### config.mk
export PLATFORM = sky130hd
export DESIGN_NAME = exposure_timer
export DESIGN_NICKNAME = d
export VERILOG_FILES = /design/src/rtl/camera_pkg.sv /design/src/rtl/btn_edge.sv /design/src/rtl/exposure_timer.sv
export SDC_FILE = /design/constraint.sdc
export NUM_CORES = 1
export LEC_CHECK = 0
export CAP_MARGIN = 20
export CELL_PAD_IN_SITES_DETAIL_PLACEMENT = 1
export CELL_PAD_IN_SITES_GLOBAL_PLACEMENT = 1
export CORE_UTILIZATION = 45
export CTS_BUF_LIST = sky130_fd_sc_hd__clkbuf_8
export DETAILED_ROUTE_END_ITERATION = 12
export PLACE_DENSITY = 0.79
export SYNTH_ARGS = -nofsm -noshare
export SYNTH_HDL_FRONTEND = slang
export SYNTH_SLANG_ARGS = --single-unit
### constraint.sdc
create_clock -name Clk -period 3.1 [get_ports Clk]
set_clock_uncertainty 0.1 [all_clocks]
set_input_delay 0.31 -clock Clk [delete_from_list [all_inputs] [get_ports Clk]]
set_output_delay 0.31 -clock Clk [all_outputs]
set_load 0.02 [all_outputs]
### src/rtl/camera_pkg.sv
// Shared camera types and default exposure limits, used by exposure_timer,
// the top level and the FSM_ex_control bench.
package camera_pkg;

  localparam int unsigned EXP_W           = 5;
  localparam int unsigned DEF_EXP_MIN     = 2;
  localparam int unsigned DEF_EXP_MAX     = 30;
  localparam int unsigned DEF_EXP_DEFAULT = 15;

  typedef enum logic [1:0] {
    IDLE,
    EXPOSE,
    READ
  } exp_state_t;

endpackage

### src/rtl/btn_edge.sv
// Registered rising-edge detector: one-cycle pulse the edge after btn rises.
// History is cleared by reset, so a button held through reset fires once.
module btn_edge (
  input  logic clk,
  input  logic reset,
  input  logic btn,
  output logic pulse
);

  logic prev;

  always_ff @(posedge clk) begin
    if (reset) begin
      prev  <= 1'b0;
      pulse <= 1'b0;
    end else begin
      prev  <= btn;
      pulse <= btn & ~prev;
    end
  end

endmodule

### src/rtl/exposure_timer.sv
// Exposure setting register plus exposure/readout phase timers that feed
// Ovf5/Ovf4 back to the exposure-control FSM.
module exposure_timer
  import camera_pkg::*;
#(
  parameter int unsigned EXP_MIN        = DEF_EXP_MIN,
  parameter int unsigned EXP_MAX        = DEF_EXP_MAX,
  parameter int unsigned EXP_DEFAULT    = DEF_EXP_DEFAULT,
  parameter int unsigned TICKS_PER_UNIT = 1000,
  parameter int unsigned READ_CYCLES    = 4
) (
  input  logic             Clk,
  input  logic             Reset,
  input  logic             Exp_increase,
  input  logic             Exp_decrease,
  input  logic             Start_exp,
  input  logic             Start_read,
  output logic             Ovf5,
  output logic             Ovf4,
  output logic [EXP_W-1:0] Exp_time,
  output logic             Busy
);

  localparam int unsigned PRE_W = (TICKS_PER_UNIT > 1) ? $clog2(TICKS_PER_UNIT) : 1;
  localparam int unsigned RD_W  = (READ_CYCLES > 1) ? $clog2(READ_CYCLES) : 1;

  localparam logic [PRE_W-1:0] PRE_LAST = PRE_W'(TICKS_PER_UNIT - 1);
  localparam logic [RD_W-1:0]  RD_LAST  = RD_W'(READ_CYCLES - 1);
  localparam logic [EXP_W-1:0] LIM_MIN  = EXP_W'(EXP_MIN);
  localparam logic [EXP_W-1:0] LIM_MAX  = EXP_W'(EXP_MAX);
  localparam logic [EXP_W-1:0] LIM_DEF  = EXP_W'(EXP_DEFAULT);

  exp_state_t       state_q, state_d;
  logic [PRE_W-1:0] pre_q, pre_d;
  logic [RD_W-1:0]  rd_q, rd_d;
  logic [EXP_W-1:0] unit_q, unit_d;
  logic [EXP_W-1:0] exp_d;
  logic             ovf5_d, ovf4_d;
  logic             inc_p, dec_p;

  btn_edge u_inc_edge (
    .clk   (Clk),
    .reset (Reset),
    .btn   (Exp_increase),
    .pulse (inc_p)
  );

  btn_edge u_dec_edge (
    .clk   (Clk),
    .reset (Reset),
    .btn   (Exp_decrease),
    .pulse (dec_p)
  );

  always_ff @(posedge Clk) begin
    if (Reset) begin
      state_q  <= IDLE;
      pre_q    <= '0;
      rd_q     <= '0;
      unit_q   <= '0;
      Exp_time <= LIM_DEF;
      Ovf5     <= 1'b0;
      Ovf4     <= 1'b0;
    end else begin
      state_q  <= state_d;
      pre_q    <= pre_d;
      rd_q     <= rd_d;
      unit_q   <= unit_d;
      Exp_time <= exp_d;
      Ovf5     <= ovf5_d;
      Ovf4     <= ovf4_d;
    end
  end

  always_comb begin
    state_d = state_q;
    pre_d   = pre_q;
    rd_d    = rd_q;
    unit_d  = unit_q;
    exp_d   = Exp_time;
    ovf5_d  = 1'b0;
    ovf4_d  = 1'b0;

    unique case (state_q)
      IDLE: begin
        // Button edges only adjust the setting here; elsewhere they are dropped.
        if (inc_p && !dec_p && (Exp_time < LIM_MAX)) begin
          exp_d = Exp_time + 1'b1;
        end else if (dec_p && !inc_p && (Exp_time > LIM_MIN)) begin
          exp_d = Exp_time - 1'b1;
        end
        if (Start_exp) begin
          state_d = EXPOSE;
          unit_d  = Exp_time;
          pre_d   = '0;
        end else if (Start_read) begin
          state_d = READ;
          rd_d    = '0;
        end
      end
      EXPOSE: begin
        if (pre_q == PRE_LAST) begin
          pre_d  = '0;
          unit_d = unit_q - 1'b1;
          if (unit_q == EXP_W'(1)) begin
            ovf5_d  = 1'b1;
            state_d = IDLE;
          end
        end else begin
          pre_d = pre_q + 1'b1;
        end
      end
      READ: begin
        if (rd_q == RD_LAST) begin
          ovf4_d  = 1'b1;
          state_d = IDLE;
        end else begin
          rd_d = rd_q + 1'b1;
        end
      end
      default: state_d = IDLE;
    endcase
  end

  assign Busy = (state_q != IDLE);

endmodule

**Word level (Yosys, flattened, before mapping)**

Index checks and enable logic that the tools add are counted.

- Output and inout bits: 8
- Bits of input ports: 6
- Word-level logic and storage cells: 76
- Flip-flop bits (word level): 30

- Bitwise logic cells: 7
- Equality and inequality tests: 13
- Add/subtract/negate cells: 5
- Multiplexer cells: 20
- Reductions and logical operators: 18
- $lt $le $gt $ge: 2

Operators with widths:

| operator | count |
|---|---|
| two-way mux 10 bit | 2 |
| two-way mux 5 bit | 4 |
| one-hot mux 10 bit (2 select lines) | 1 |
| two-way mux 2 bit | 8 |
| != test 2 bit (second input constant) | 7 |
| adder 10 x 1 -> 10 bit (second input constant) | 1 |
| == test 10 bit (second input constant) | 1 |
| one-hot mux 5 bit (2 select lines) | 1 |
| subtractor 5 x 1 -> 5 bit (second input constant) | 2 |
| AND reduction 4 bit | 2 |
| nonzero test 2 bit | 4 |
| one-hot mux 2 bit (3 select lines) | 1 |
| adder 5 x 1 -> 5 bit (second input constant) | 1 |
| == test 5 x 1 -> 1 bit (second input constant) | 1 |
| greater-than comparator 5 x 2 -> 1 bit (second input constant) | 1 |
| < comparator 5 bit (second input constant) | 1 |
| inverter 1 bit | 5 |
| == test 2 bit (second input constant) | 2 |
| logical AND 1 bit | 4 |
| one-hot mux 2 bit (2 select lines) | 1 |
| AND reduction 2 bit | 2 |
| != test 3 bit (second input constant) | 1 |
| AND reduction 3 bit | 1 |
| OR reduction 3 bit | 1 |
| other kinds (7) | 10 |

**Longest topological paths before layout**

- Depth in word-level cells: 5
- Depth in mapped cells: 7
- Mapped depth without buffers: 7

**Hierarchy**

Synthesis repeated with hierarchy kept, for this count alone.

- Cell total of the unflattened synthesis: 185
- Area, all modules: 1655.3 sq um

By module, submodules not included:

| module | cells an instance | area each (sq um) | seq. area each (sq um) | times used |
|---|---|---|---|---|
| exposure_timer | 177 | 1537.7 | 520.5 | 1 |
| btn_edge | 4 | 58.8 | 40.0 | 2 |

**Least setup slack after synthesis**

OpenSTA, ideal clock, no wires.

- Path kind: reg-to-reg
- From: reg Exp_time[1]
- To: reg Exp_time[4]
- Slack: 0.560 ns
- Required time: 2.877 ns
- Setup time: 0.123 ns
- Stages on the path, launching flop included: 8
- Path buffers: 0
- Period minus slack after synthesis: 2.540 ns
- Arrival time: 2.317 ns
- Cell sequence: dfxtp_1 and4_1 or2_2 fa_1 a21o_1 a2111oi_0 o21bai_1 mux2_1

- Word-level cells in the longest chain between the ends: 4
- Elaborated cells on any way between the ends: 10
- Those cells by class: 2 x add/sub; 2 x order compare; 2 x mux; 4 x reduce/logical

RTL lines:

| what | line | RTL |
|---|---|---|
| start: declaration | exposure_timer.sv:20 | `output logic [EXP_W-1:0] Exp_time,` |
| start signal: assignment | exposure_timer.sv:69 | `Exp_time <= exp_d;` |
| < comparator 5 bit / greater-than comparator 5 x 2 -> 1 bit (equally long branches) | exposure_timer.sv:87, exposure_timer.sv:89 |  |
| logical AND 1 bit, on equally long branches | exposure_timer.sv:87, exposure_timer.sv:89 |  |
| nonzero test 2 bit (no source line) | - |  |
| AND reduction 2 bit (no source line) | - |  |

Several ways; a longest one is shown, not always the timed one. The select of a mux whose other input is x is not followed.
A chain may end at the register's enable or synchronous reset.

**Worst setup path in the final report**

Same ends and word-level chain as after synthesis.

==> results.sh <==
export IMPL_synth_cell_types=48
export IMPL_die_w_microns=61.5
export IMPL_dr_pass1_iters=4
export IMPL_synth_avg_cell_area_sq_um=8.72
export IMPL_synthCells=183
export IMPL_crit_path_end_kind="flip-flop"
export IMPL_antenna_found_initial=0
export IMPL_num_io_pins=14
export IMPL_clk_pin_slew_worst_paths_ns=0.06
export IMPL_leakage_nw=0.655
export IMPL_async_flop_share=0
export IMPL_wl_per_cell_microns=15.9
export IMPL_rr_startpoint="Exp_time[1]"
export IMPL_syn_num_nets=197
export IMPL_critPathMaxFanout=7
export IMPL_viasPerCell=5.75
export IMPL_yosys_top_cells_count="dfxtp_1 (30), nor3_1 (16), a21oi_1 (11)"
export IMPL_areaGrowthSynthToFinish_pct=13.6
export IMPL_vias=1374
export IMPL_antenna_cells=0
export IMPL_final_util=0.539
export IMPL_synth_top_cell_by_area="dfxtp_1"
export IMPL_slowest_delay_ns=0.44
export IMPL_synthFlopType="dfxtp_1"
export IMPL_crit_chain="and4_1, or2_2, fa_1, a21o_1, a2111oi_0, o21bai_1, mux2_1"
export IMPL_dp_hpwl_microns=2800
export IMPL_coreArea_sq_um=3360
export IMPL_synth_most_common_cell="dfxtp_1"
export IMPL_cts_max_level=2
export IMPL_startpoint="Exp_time[1]"
export IMPL_totalWireLength_microns=3800
export IMPL_cts_sinks=30
export IMPL_nFillCells=409
export IMPL_clk_latency_ns=0.28
export IMPL_antenna_left=0
export IMPL_final_max_slew_violation_count=0
export IMPL_cts_resized=0
export IMPL_worstSetupPathType="flip-flop to flip-flop"
export IMPL_fin_nets=207
export IMPL_hold_buffers=0
export IMPL_cp_slowest_cell="fa_1"
export IMPL_clockBufferDepth=2
export IMPL_cts_root_buf="clkbuf_8"
export IMPL_vdd_drop_max_mv=0.430
export IMPL_synth_seq_cells=30
export IMPL_syn_area_sq_um=1600
export IMPL_drv_cap=0
export IMPL_grt_pass1_vias=1310
export IMPL_cts_tree="done"
export IMPL_synth_top_cell_area_share=0.376
export IMPL_tightest_slew_ns=0.680
export IMPL_drc=0
export IMPL_clock_fmax_mhz=381
export IMPL_die_area_sq_um=3790
export IMPL_row_count=21
export IMPL_r2r_end="Exp_time[4]"
export IMPL_setup_tns_ns=0
export IMPL_grt_usage=0.221
export IMPL_setup_violations=0
export IMPL_min_period_ns=2.62
export IMPL_required_ns=3.17
export IMPL_synth_warnings=0
export IMPL_cellPowerDensity_nw_per_um2=501
export IMPL_gp_congestion=0.865
export IMPL_ff2ff_path_depth=7
export IMPL_cp_arrival_ns=2.69
export IMPL_grt_pass1_wl_microns=6090
export IMPL_synth_area_leaders="dfxtp_1 (38%), ha_1 (5.5%), nor3_1 (5.0%)"
export IMPL_cts_buffers=5
export IMPL_die_h_microns=61.5
export IMPL_r2r_slack_ns=0.48
export IMPL_drt_iter0_drc=29
export IMPL_cp_endpoint="Exp_time[4]"
export IMPL_fin_crit_sh=0.846
export IMPL_startpoint_type="flip-flop"
export IMPL_seq_area_frac_synth=0.376
export IMPL_hold_path_class="flip-flop to flip-flop"
export IMPL_hold_depth=1
export IMPL_grt_max_degree=18
export IMPL_synth_edf_count=0
export IMPL_rsz0062_at_grt="false"
export IMPL_slew_limit_headroom=0.546
export IMPL_initial_utilization=0.474
export IMPL_numPortBuffers=13
export IMPL_status="finished clean"
export IMPL_p_total_mw=0.908
export IMPL_post_cts_buffers=0
export IMPL_overflow=0
export IMPL_drive_gt1_frac=0.0622
export IMPL_hold_viol=0
## worst min path at each step
| stage | from | to | slack (ns) |
|---|---|---|---|
| floorplan | u_dec_edge.prev | u_dec_edge.pulse | 0.27 |
| global placement | u_inc_edge.prev | u_inc_edge.pulse | 0.27 |
| global route | u_dec_edge.prev | u_dec_edge.pulse | 0.30 |
| CTS | u_dec_edge.prev | u_dec_edge.pulse | 0.29 |
| finish | u_dec_edge.prev | u_dec_edge.pulse | 0.29 |
| detailed placement | u_dec_edge.prev | u_dec_edge.pulse | 0.28 |
## metrics by stage
stage | hold WS [ns] | cell area [sq um] | setup slack, ns | std cells
6_report | 0.285 | 1810 | 0.477 | 239
4_1_cts | 0.293 | 1810 | 0.470 | 239
5_1_grt | 0.300 | 1810 | 0.359 | 239
2_1_floorplan | 0.267 | 1600 | 0.560 | 183
3_5_place_dp | 0.284 | 1740 | 0.466 | 232
3_3_place_gp | 0.273 | 1730 | 0.550 | 231
## worst max-delay path, delay by kind of cell (launching register included)
kind                       cells  cell delay, ns
AOI/OAI and AO/OA              3            0.69
and+or+nand+nor                2            0.58
adders and majority gates      1            0.44
DFF                            1            0.38
muxes                          1            0.32
## power breakdown
group	internal [mW]	total, mW	switching [mW]
clock network	0.147	0.286	0.138
logic	0.0794	0.184	0.105
registers	0.408	0.438	0.0299
total	0.635	0.908	0.273
## per-layer routing
layer | global-route usage | vias up | routed length [microns]
li1 | - | 687 | -
met1 | 0.265 | 669 | 1770
met2 | 0.384 | 13 | 1900
met3 | 0.0567 | 5 | 85
met4 | 0.0762 | 0 | 49
met5 | 0 | - | 0
## state kept, by name, summed over array words and instances, names as in the netlist, 2 cells and up
name,flops
Exp_time,5
rd_q,2
state_q,2
pre_q,10
unit_q,5
## placed cells by master (no fill, tap or decap), drive strengths merged, types with 5 or more instances in the layout
cell	count
nand3	10
o21ai	9
nor2	8
nor3	16
clkbuf	5
clkdlybuf4s50	13
inv	9
nand4	6
a21oi	11
nand2	7
dfxtp	30
ha	7
nor2b	7
## cell type report
type                    count  area (sq um)  share of cell area
multi-input cells         134           907               0.500
flip-flops and latches     30           601               0.331
repair buffers             15           145              0.0801
clock buffers               5          68.8              0.0380
well taps                  46          57.6              0.0317
inverters                   7          26.3              0.0145
clock inverters             2          7.51             0.00414
## logic make-up after synthesis
kind of cell,after synthesis,synth area share
mux,2,0.0133
xor+xnor,8,0.0439
compound gates,46,0.208
flops,30,0.376
simple gates,70,0.236
fa+ha+maj,8,0.0674
buf+inv,19,0.0549
Note: power is estimated with default switching activity, not from simulation.
